`config.mk`:
```
export PLATFORM = sky130hd
export DESIGN_NAME = alu_seq_ctrl
export DESIGN_NICKNAME = d
export VERILOG_FILES = /design/src/rtl/alu_pkg.sv /design/src/rtl/alu_btn_edge.sv /design/src/rtl/alu_seq_ctrl.sv
export SDC_FILE = /design/constraint.sdc
export NUM_CORES = 1
export LEC_CHECK = 0
export ABC_AREA = 1
export CAP_MARGIN = 20
export CORE_MARGIN = 2
export CORE_UTILIZATION = 45
export CTS_BUF_LIST = sky130_fd_sc_hd__clkbuf_16
export DETAILED_ROUTE_END_ITERATION = 8
export SYNTH_ARGS = -nofsm -noshare
export SYNTH_HDL_FRONTEND = slang
export SYNTH_SLANG_ARGS = --single-unit
```
`constraint.sdc`:
```
create_clock -name i_clk -period 3.65 [get_ports i_clk]
set_clock_uncertainty 0.2 [all_clocks]
set_input_delay 1.095 -clock i_clk [delete_from_list [all_inputs] [get_ports i_clk]]
set_output_delay 1.095 -clock i_clk [all_outputs]
set_load 0.005 [all_outputs]
```
`src/rtl/alu_pkg.sv`:
```
// Shared definitions for the sequential board ALU: opcodes, FSM states
// and the bit positions of the status flags.
package alu_pkg;

    // Opcodes, 6 bits wide. Narrower builds keep only the low NB_OP bits.
    localparam logic [5:0] OP_ADD = 6'b100000;
    localparam logic [5:0] OP_SUB = 6'b100010;
    localparam logic [5:0] OP_AND = 6'b100100;
    localparam logic [5:0] OP_OR  = 6'b100101;
    localparam logic [5:0] OP_XOR = 6'b100110;
    localparam logic [5:0] OP_NOR = 6'b100111;
    localparam logic [5:0] OP_SRA = 6'b000011;
    localparam logic [5:0] OP_SRL = 6'b000010;

    // FSM states. The encoding is visible on the status LEDs, so it is fixed.
    typedef enum logic [1:0] {
        S_A    = 2'd0,
        S_B    = 2'd1,
        S_OP   = 2'd2,
        S_EXEC = 2'd3
    } state_t;

    // Flag bit positions within the {N,V,C,Z} flag word.
    localparam int NB_FLAGS = 4;
    localparam int FLAG_Z   = 0;
    localparam int FLAG_C   = 1;
    localparam int FLAG_V   = 2;
    localparam int FLAG_N   = 3;

endpackage

```
`src/rtl/alu_btn_edge.sv`:
```
// Rising-edge detector for one debounced button. The pulse is registered so
// the FSM sees a clean one-cycle strobe; a held button yields exactly one.
module alu_btn_edge
    import alu_pkg::*;
(
    input  logic i_clk,
    input  logic i_rst_n,
    input  logic i_btn,
    output logic o_pulse
);

    logic btn_q_reg;
    logic pulse_reg;

    // Track the previous button level and register the 0->1 transition.
    always_ff @(posedge i_clk or negedge i_rst_n) begin
        if (!i_rst_n) begin
            btn_q_reg <= 1'b0;
            pulse_reg <= 1'b0;
        end else begin
            btn_q_reg <= i_btn;
            pulse_reg <= i_btn & ~btn_q_reg;
        end
    end

    assign o_pulse = pulse_reg;

endmodule

```
`src/rtl/alu_seq_ctrl.sv`:
```
// Sequential board ALU. Operand A, operand B and the opcode are captured
// from one switch bank, one load press per field; the result and flags are
// then registered and held on the LEDs until the next execution or a clear.
module alu_seq_ctrl
    import alu_pkg::*;
#(
    parameter int NB_DATA = 8,
    parameter int NB_OP   = 6
) (
    input  logic                i_clk,
    input  logic                i_rst_n,
    input  logic [NB_DATA-1:0]  i_sw,
    input  logic                i_btn_load,
    input  logic                i_btn_clear,
    output logic [NB_DATA-1:0]  o_led,
    output logic [NB_FLAGS-1:0] o_flags,
    output logic                o_valid,
    output logic                o_err,
    output logic [1:0]          o_state
);

    localparam int NB_SHAMT = $clog2(NB_DATA);
    localparam int MSB      = NB_DATA - 1;

    // Shift amounts at or above the data width saturate.
    localparam logic [NB_DATA-1:0] DATA_W = NB_DATA'(NB_DATA);

    // Opcodes trimmed to the configured opcode width.
    localparam logic [NB_OP-1:0] C_ADD = OP_ADD[NB_OP-1:0];
    localparam logic [NB_OP-1:0] C_SUB = OP_SUB[NB_OP-1:0];
    localparam logic [NB_OP-1:0] C_AND = OP_AND[NB_OP-1:0];
    localparam logic [NB_OP-1:0] C_OR  = OP_OR[NB_OP-1:0];
    localparam logic [NB_OP-1:0] C_XOR = OP_XOR[NB_OP-1:0];
    localparam logic [NB_OP-1:0] C_NOR = OP_NOR[NB_OP-1:0];
    localparam logic [NB_OP-1:0] C_SRA = OP_SRA[NB_OP-1:0];
    localparam logic [NB_OP-1:0] C_SRL = OP_SRL[NB_OP-1:0];

    logic load_p;
    logic clear_p;

    state_t                state_reg;
    logic [NB_DATA-1:0]    a_reg;
    logic [NB_DATA-1:0]    b_reg;
    logic [NB_OP-1:0]      op_reg;
    logic [NB_DATA-1:0]    led_reg;
    logic [NB_FLAGS-1:0]   flags_reg;
    logic                  valid_reg;
    logic                  err_reg;

    logic [NB_DATA-1:0]    res_next;
    logic [NB_FLAGS-1:0]   flags_next;
    logic                  err_next;

    logic [NB_DATA:0]      wide_sum;
    logic [NB_DATA:0]      wide_diff;
    logic [NB_SHAMT-1:0]   shamt;
    logic                  shift_big;
    logic signed [NB_DATA-1:0] a_signed;
    logic signed [NB_DATA-1:0] sra_res;
    logic [NB_DATA-1:0]    srl_res;

    alu_btn_edge u_load_edge (
        .i_clk   (i_clk),
        .i_rst_n (i_rst_n),
        .i_btn   (i_btn_load),
        .o_pulse (load_p)
    );

    alu_btn_edge u_clear_edge (
        .i_clk   (i_clk),
        .i_rst_n (i_rst_n),
        .i_btn   (i_btn_clear),
        .o_pulse (clear_p)
    );

    // One extra bit on add/subtract exposes carry-out and borrow directly.
    assign wide_sum  = {1'b0, a_reg} + {1'b0, b_reg};
    assign wide_diff = {1'b0, a_reg} - {1'b0, b_reg};

    // Shifts use the full B value; only in-range amounts reach the shifter.
    assign shamt     = b_reg[NB_SHAMT-1:0];
    assign shift_big = (b_reg >= DATA_W);
    assign a_signed  = a_reg;
    assign sra_res   = a_signed >>> shamt;
    assign srl_res   = a_reg >> shamt;

    // ALU datapath: result, {N,V,C,Z} flags and invalid-opcode indication.
    always_comb begin
        res_next   = '0;
        flags_next = '0;
        err_next   = 1'b0;
        case (op_reg)
            C_ADD: begin
                res_next           = wide_sum[NB_DATA-1:0];
                flags_next[FLAG_C] = wide_sum[NB_DATA];
                flags_next[FLAG_V] = (a_reg[MSB] == b_reg[MSB]) &&
                                     (wide_sum[MSB] != a_reg[MSB]);
            end
            C_SUB: begin
                res_next           = wide_diff[NB_DATA-1:0];
                flags_next[FLAG_C] = wide_diff[NB_DATA];
                flags_next[FLAG_V] = (a_reg[MSB] != b_reg[MSB]) &&
                                     (wide_diff[MSB] != a_reg[MSB]);
            end
            C_AND: res_next = a_reg & b_reg;
            C_OR:  res_next = a_reg | b_reg;
            C_XOR: res_next = a_reg ^ b_reg;
            C_NOR: res_next = ~(a_reg | b_reg);
            C_SRL: res_next = shift_big ? '0 : srl_res;
            C_SRA: res_next = shift_big ? {NB_DATA{a_reg[MSB]}} : sra_res;
            default: err_next = 1'b1;
        endcase
        // Invalid opcodes report result 0 with every flag cleared, Z included.
        if (!err_next) begin
            flags_next[FLAG_Z] = (res_next == '0);
            flags_next[FLAG_N] = res_next[MSB];
        end
    end

    // Capture FSM: A, B, opcode, then a single execute cycle; clear wins over load.
    always_ff @(posedge i_clk or negedge i_rst_n) begin
        if (!i_rst_n) begin
            state_reg <= S_A;
            a_reg     <= '0;
            b_reg     <= '0;
            op_reg    <= '0;
            led_reg   <= '0;
            flags_reg <= '0;
            valid_reg <= 1'b0;
            err_reg   <= 1'b0;
        end else if (clear_p) begin
            state_reg <= S_A;
            a_reg     <= '0;
            b_reg     <= '0;
            op_reg    <= '0;
            led_reg   <= '0;
            flags_reg <= '0;
            valid_reg <= 1'b0;
            err_reg   <= 1'b0;
        end else begin
            case (state_reg)
                S_A: begin
                    if (load_p) begin
                        a_reg     <= i_sw;
                        valid_reg <= 1'b0;
                        state_reg <= S_B;
                    end
                end
                S_B: begin
                    if (load_p) begin
                        b_reg     <= i_sw;
                        state_reg <= S_OP;
                    end
                end
                S_OP: begin
                    if (load_p) begin
                        op_reg    <= i_sw[NB_OP-1:0];
                        state_reg <= S_EXEC;
                    end
                end
                S_EXEC: begin
                    // A load pulse arriving here is dropped, not queued.
                    led_reg   <= res_next;
                    flags_reg <= flags_next;
                    err_reg   <= err_next;
                    valid_reg <= 1'b1;
                    state_reg <= S_A;
                end
                default: state_reg <= S_A;
            endcase
        end
    end

    assign o_led   = led_reg;
    assign o_flags = flags_reg;
    assign o_valid = valid_reg;
    assign o_err   = err_reg;
    assign o_state = state_reg;

endmodule

```
After elaboration in Yosys (flattened, before gate mapping)
Index checks and enable logic that the tools add are counted.
{"block": "totals", "in_bits": 12, "word_cells": 88, "ff_bits": 42, "output_inout_bits": 16}
{"block": "classes", "n_reduce_logical": 16, "magnitude_cmp": 1, "add_sub_neg": 2, "n_shift": 2, "n_eq_ne": 18, "muxes": 29, "bitwise": 8}
{"operator": "$mux 8", "n": 9}
{"operator": "$pmux 8 s8", "n": 1}
{"operator": "$eq 6x6->1 const B", "n": 6}
{"operator": "$mux 6", "n": 3}
{"operator": "$eq 6x2->1 const B", "n": 2}
{"operator": "$reduce_bool 2->1", "n": 5}
{"operator": "$add 8x8->9", "n": 1}
{"operator": "$ne 3x1->1 const B", "n": 3}
{"operator": "$sub 8x8->9", "n": 1}
{"operator": "$and 8x8->8", "n": 1}
{"operator": "$ge 8x4->1 const B", "n": 1}
{"operator": "$logic_not 8->1", "n": 1}
{"operator": "$mux 2", "n": 4}
{"operator": "$mux 4", "n": 2}
{"operator": "$not 8->8", "n": 1}
{"operator": "$or 8x8->8", "n": 1}
{"operator": "$pmux 2 s4", "n": 1}
{"operator": "$reduce_and 2->1", "n": 4}
{"operator": "$reduce_or 8->1", "n": 1}
{"operator": "$shr 8x3->8", "n": 1}
{"operator": "$sshr 8x3->8", "n": 1}
{"operator": "$xor 8x8->8", "n": 1}
{"operator": "$mux 1", "n": 7}
{"operator": "$eq 2x2->1 const B", "n": 2}
{"operator": "11 further kinds", "n": 16}

Longest topological paths before layout
{"block": "logic_depth", "ltp_word": 7, "ltp_mapped": 15, "depth_no_buf": 14}

Cells and area by module
From an unflattened synthesis, not the netlist that was laid out.
{"block": "hier_totals", "hier_cells": 534, "hier_area_um2": 3509.6}
{"mod": "alu_seq_ctrl", "instances": 1, "seq_area_each_um2": 925.9, "cells_each": 526, "area_per_inst_um2": 3389.5}
{"mod": "alu_btn_edge", "instances": 2, "seq_area_each_um2": 50.0, "cells_each": 4, "area_per_inst_um2": 60.1}

Worst setup path after synthesis
No wires, ideal clock.
{"block": "synth_path", "kind": "register to register", "start": "register b_reg[2]", "end": "register flags_reg[2], in the netlist o_flags[2]", "period_less_slack_ns": 2.243, "path_stages_with_launch": 14, "setup_slack_ns": 1.407, "arrival_time_ns": 1.967, "n_path_buf": 1, "t_required_ns": 3.374, "setup_ns": 0.076, "cell_sequence": "dfrtp_1 -> inv_1 -> buf_2 -> ha_1 -> inv_1 -> a21oi_1 -> nand2_1 -> nand2_1 -> nand2_1 -> xor2_1 -> nand3_1 -> o31ai_1 -> inv_1 -> o21ai_1"}
{"block": "synth_between", "elab_chain_cells": 6, "elab_cells_between_ends": 9, "classes_between": "add/sub (2); eq/ne (2); mux (3); reduce/logical (2)"}
{"item": "start, declared", "line_no": "alu_seq_ctrl.sv:43", "source": "logic [NB_DATA-1:0] b_reg;"}
{"item": "start signal, assigned", "line_no": "alu_seq_ctrl.sv:151", "source": "b_reg <= i_sw;"}
{"item": "$sub 8x8->9 or $add 8x8->9 (tied branches)", "line_no": "alu_seq_ctrl.sv:78, alu_seq_ctrl.sv:77"}
{"item": "$ne 1x1->1, on equally long branches", "line_no": "alu_seq_ctrl.sv:103, alu_seq_ctrl.sv:97"}
{"item": "$logic_and 1x1->1, on equally long branches", "line_no": "alu_seq_ctrl.sv:102, alu_seq_ctrl.sv:96"}
{"item": "$pmux 2 s2 *", "line_no": "alu_seq_ctrl.sv:92", "source": "case (op_reg)"}
{"item": "$mux 4 *", "line_no": "alu_seq_ctrl.sv:141", "source": "case (state_reg)"}
{"item": "$mux 4 *", "line_no": "alu_seq_ctrl.sv:131", "source": "end else if (clear_p) begin"}
{"item": "end signal, assigned", "line_no": "alu_seq_ctrl.sv:164", "source": "flags_reg <= flags_next;"}
{"item": "end, declared", "line_no": "alu_seq_ctrl.sv:46", "source": "logic [NB_FLAGS-1:0] flags_reg;"}
Mark *: on every way between the ends. The rest lies on a longest branch, timed or not. The select of a mux whose other input is x is not followed.
A chain may end at the register's enable or synchronous reset.

Final worst setup path
{"block": "layout_path", "start": "register b_reg[2]", "end": "register flags_reg[0], in the netlist o_flags[0]"}
{"block": "layout_between", "elab_chain_cells": 7, "elab_cells_between_ends": 16, "classes_between": "add/sub (2); order compare (1); shift (2); mux (6); bitwise (4); reduce/logical (1)"}
{"item": "$ge 8x4->1, or another cell as far along", "line_no": "alu_seq_ctrl.sv:82", "source": "assign shift_big = (b_reg >= DATA_W);"}
{"item": "$mux 8, or another cell as far along", "line_no": "alu_seq_ctrl.sv:110", "source": "C_SRA: res_next = shift_big ? {NB_DATA{a_reg[MSB]}} : sra_res;"}
{"item": "$pmux 8 s8 *", "line_no": "alu_seq_ctrl.sv:92"}
{"item": "$logic_not 8->1 *", "line_no": "alu_seq_ctrl.sv:115", "source": "flags_next[FLAG_Z] = (res_next == '0);"}
{"item": "$mux 1 *", "line_no": "alu_seq_ctrl.sv:114", "source": "if (!err_next) begin"}
{"item": "$mux 4 *", "line_no": "alu_seq_ctrl.sv:141"}
{"item": "$mux 4 *", "line_no": "alu_seq_ctrl.sv:131"}
Marked as above.

==> results.sh <==
export IMPL_ys_warn_count=0
export IMPL_antenna_found_initial=0
export IMPL_clkLatencyLatePin_ps=290
export IMPL_hold_start="u_clear_edge.btn_q_reg$_DFF_PN0_"
export IMPL_grt_pass1_vias=3329
export IMPL_syn_inst=529
export IMPL_r2r_slack_ps=910
export IMPL_hold_class="register to register"
export IMPL_endpoint_kind="register"
export IMPL_synth_seq_cells=41
export IMPL_critPathMostFrequentCell="nand3_1"
export IMPL_fin_util=0.532
export IMPL_instances_no_fill=651
export IMPL_critPathArrivalTime_ps=2750
export IMPL_n_antenna_cell=0
export IMPL_cts_sinks=41
export IMPL_coreArea_mm2=0.00737
export IMPL_place_inst=644
export IMPL_fin_hold_ws_ps=192
export IMPL_drc=0
export IMPL_period_share=0.750
export IMPL_synthesis_area_mm2=0.00346
export IMPL_synthDistinctLibCells=34
export IMPL_crit_chain="inv_1, ha_1, inv_1, a21oi_1, nand3_1, nand3_1, nand3_1, nor2_1, nand2_1, nor2_1, nand4_1, nand2_1"
export IMPL_holdPathEnd="u_clear_edge.o_pulse$_DFF_PN0_"
export IMPL_muxShareOfSynthArea=0
export IMPL_worst_pin_slew_ps=915
export IMPL_synthAdderAreaFrac=0.113
export IMPL_avgSynthCellArea_um2=6.55
export IMPL_synth_xor_area_share=0.00506
export IMPL_place_ws_ps=1030
export IMPL_syn_nets=571
export IMPL_required_ps=3670
export IMPL_postRouteAntennaNets=0
export IMPL_drt_wl_total_um=10800
export IMPL_fin_ws_ps=914
export IMPL_critical_path_peak_fanout=14
export IMPL_p_total_mw=2.19
export IMPL_die_area_mm2=0.00842
export IMPL_viasPerCell=5.47
export IMPL_synth_top_family_by_area="simple AND/OR/NAND/NOR gates"
export IMPL_dr_first_iter_drc_count=224
export IMPL_first_pass_iters=5
export IMPL_maxCapViolCount=0
export IMPL_start_kind="register"
export IMPL_synth_seq_area_share=0.296
export IMPL_final_nets=594
export IMPL_cts_buffer_depth=2
export IMPL_fin_area_mm2=0.00392
export IMPL_maxSlewHeadroom=0.390
export IMPL_path_class="register to register"
export IMPL_rows=31
export IMPL_min_period_ps=2740
export IMPL_use_met1=0.368
export IMPL_gr_usage_met3=0.0427
export IMPL_synth_compound_area_frac=0.104
export IMPL_boundaryPins=28
export IMPL_reg2reg_from="b_reg[2]$_DFFE_PN0P_"
export IMPL_vias=3560
export IMPL_hold_viol=0
export IMPL_cts_resized=0
export IMPL_p_leak_nw=1.98
export IMPL_reg2regPathDepth=12
export IMPL_top_usage_layer="met2"
export IMPL_nFillCells=736
export IMPL_die_x_um=91.7
export IMPL_cts_root_buffer="clkbuf_16"
export IMPL_grt_pass1_wl_um=17500
export IMPL_gp_congestion=0.935
export IMPL_use_met2=0.434
export IMPL_grt_ovfl_total=0
export IMPL_fmax_ghz=0.365
export IMPL_slowest_delay_ps=480
export IMPL_cts_tree="yes"
export IMPL_yosys_area_share_simple=0.386
export IMPL_clk_pin_slew_ps=60
export IMPL_postCtsSetupBuffers=0
export IMPL_htreeDepth=2
export IMPL_initial_core_util=0.470
export IMPL_power_density_mw_per_mm2=559
export IMPL_grt_start_max_net_pins=42
export IMPL_finalSetupViolations=0
export IMPL_placed_area_mm2=0.00378
export IMPL_hold_depth=1
export IMPL_timing_rr_end="o_flags[0]$_DFFE_PN0P_"
export IMPL_postCtsHoldBufs=0
export IMPL_drive_above_1_share=0.0435
export IMPL_rsz0062_at_grt="no"
export IMPL_wire_per_inst_um=16.6
export IMPL_die_height_um=91.7
export IMPL_fin_setup_tns_ps=0
export IMPL_cts_buffers=5
export IMPL_maxSlewViolCount=0
export IMPL_post_dp_hpwl_um=8670
export IMPL_grt_usage=0.268
export IMPL_ir_worst_vdd_mv=0.242
export IMPL_area_growth_pct=13.1
export IMPL_io_buffers=27
export IMPL_outcome="finished clean"
export IMPL_slowest_stage="dfrtp_1"
layer usage:
metal	up-vias	wire, um
li1	1751	-
met1	1640	4940
met2	139	4860
met3	30	682
met4	0	331
met5	-	0
layout make-up:
cell class / count / area (um^2) / area share
Tap cell: 99 / 124 / 0.0316
Clock buffer: 5 / 125 / 0.0319
Clock inverter: 2 / 11.3 / 0.00287
Inverter: 69 / 259 / 0.0661
Multi-Input combinational cell: 408 / 2110 / 0.538
Sequential cell: 41 / 1030 / 0.262
Timing Repair Buffer: 27 / 265 / 0.0677
cell usage in the layout (no fill, tap or decap):
cell / n
nand2_1: 147
nand3_1: 74
inv_1: 63
nor2_1: 63
o21ai_0: 41
dfrtp_1: 41
ha_1: 28
clkdlybuf4s50_1: 26
a21oi_1: 14
nand4_1: 7
nor2_2: 6
inv_2: 5
clkbuf_16: 5
nand3_2: 3
nand3b_1: 3
clkinv_1: 2
nor3_1: 2
o21ai_1: 2
o31ai_1: 2
a22o_1: 2
xor2_1: 2
fa_1: 2
nor2_4: 1
o21bai_1: 1
a21o_1: 1
and2_1: 1
o211ai_1: 1
o22ai_1: 1
nand4_2: 1
or2_2: 1
o21a_1: 1
a31oi_1: 1
clkinvlp_4: 1
buf_2: 1
synthesized netlist by cell type:
master	count	area share
o211ai_1	1	0.0022
nand2_1	147	0.16
o22ai_1	1	0.0018
nand4_1	7	0.013
o31ai_1	2	0.0043
a31oi_1	1	0.0018
a21o_1	1	0.0022
nand3_2	3	0.0087
o21bai_1	1	0.0022
and2_1	1	0.0018
buf_4	3	0.0065
ha_1	28	0.10
a22o_1	2	0.0051
nand3_1	74	0.11
nor2_2	6	0.011
clkinv_1	1	0.0011
nor2_1	63	0.068
fa_1	2	0.012
nor2_4	1	0.0033
xor2_1	2	0.0051
o21a_1	1	0.0022
nor3_1	2	0.0029
o21ai_0	41	0.059
buf_2	4	0.0058
inv_1	63	0.068
dfrtp_1	41	0.30
o21ai_1	2	0.0029
nand3b_1	3	0.0065
or2_2	1	0.0018
clkbuf_1	2	0.0022
buf_6	2	0.0065
nand4_2	1	0.0036
a21oi_1	14	0.020
inv_2	5	0.0054
power by group:
group | switching [mW] | internal (mW) | leakage (nW)
sequential | 0.113 | 0.536 | 0.551
clock | 0.179 | 0.247 | 0.0633
combinational | 0.740 | 0.376 | 1.37
total | 1.03 | 1.16 | 1.98
worst max path at each step:
stage	to	slack [ps]	start
finish	o_flags[0]$_DFFE_PN0P_	910	b_reg[2]$_DFFE_PN0P_
CTS	o_flags[2]$_DFFE_PN0P_	1010	b_reg[2]$_DFFE_PN0P_
floorplan	o_flags[2]$_DFFE_PN0P_	1410	b_reg[2]$_DFFE_PN0P_
global placement	o_flags[0]$_DFFE_PN0P_	1010	b_reg[2]$_DFFE_PN0P_
global route	o_flags[0]$_DFFE_PN0P_	670	b_reg[2]$_DFFE_PN0P_
detailed placement	o_flags[2]$_DFFE_PN0P_	1030	b_reg[2]$_DFFE_PN0P_
cells by family after synthesis:
logic type,count (synthesis)
DFF,41
xor gates and xnor gates,2
AOI/OAI and AO/OA,67
adders and majority gates,30
and+or+nand+nor,309
buffers and inverters,80
critical path, delay by kind of cell (launching register included):
family,cells,cell delay (ps)
buffers and inverters,2,440
AOI/OAI and AO/OA,1,220
and+or+nand+nor,8,860
DFF,1,480
adders and majority gates,1,480
(Power assumes the default switching activity.)
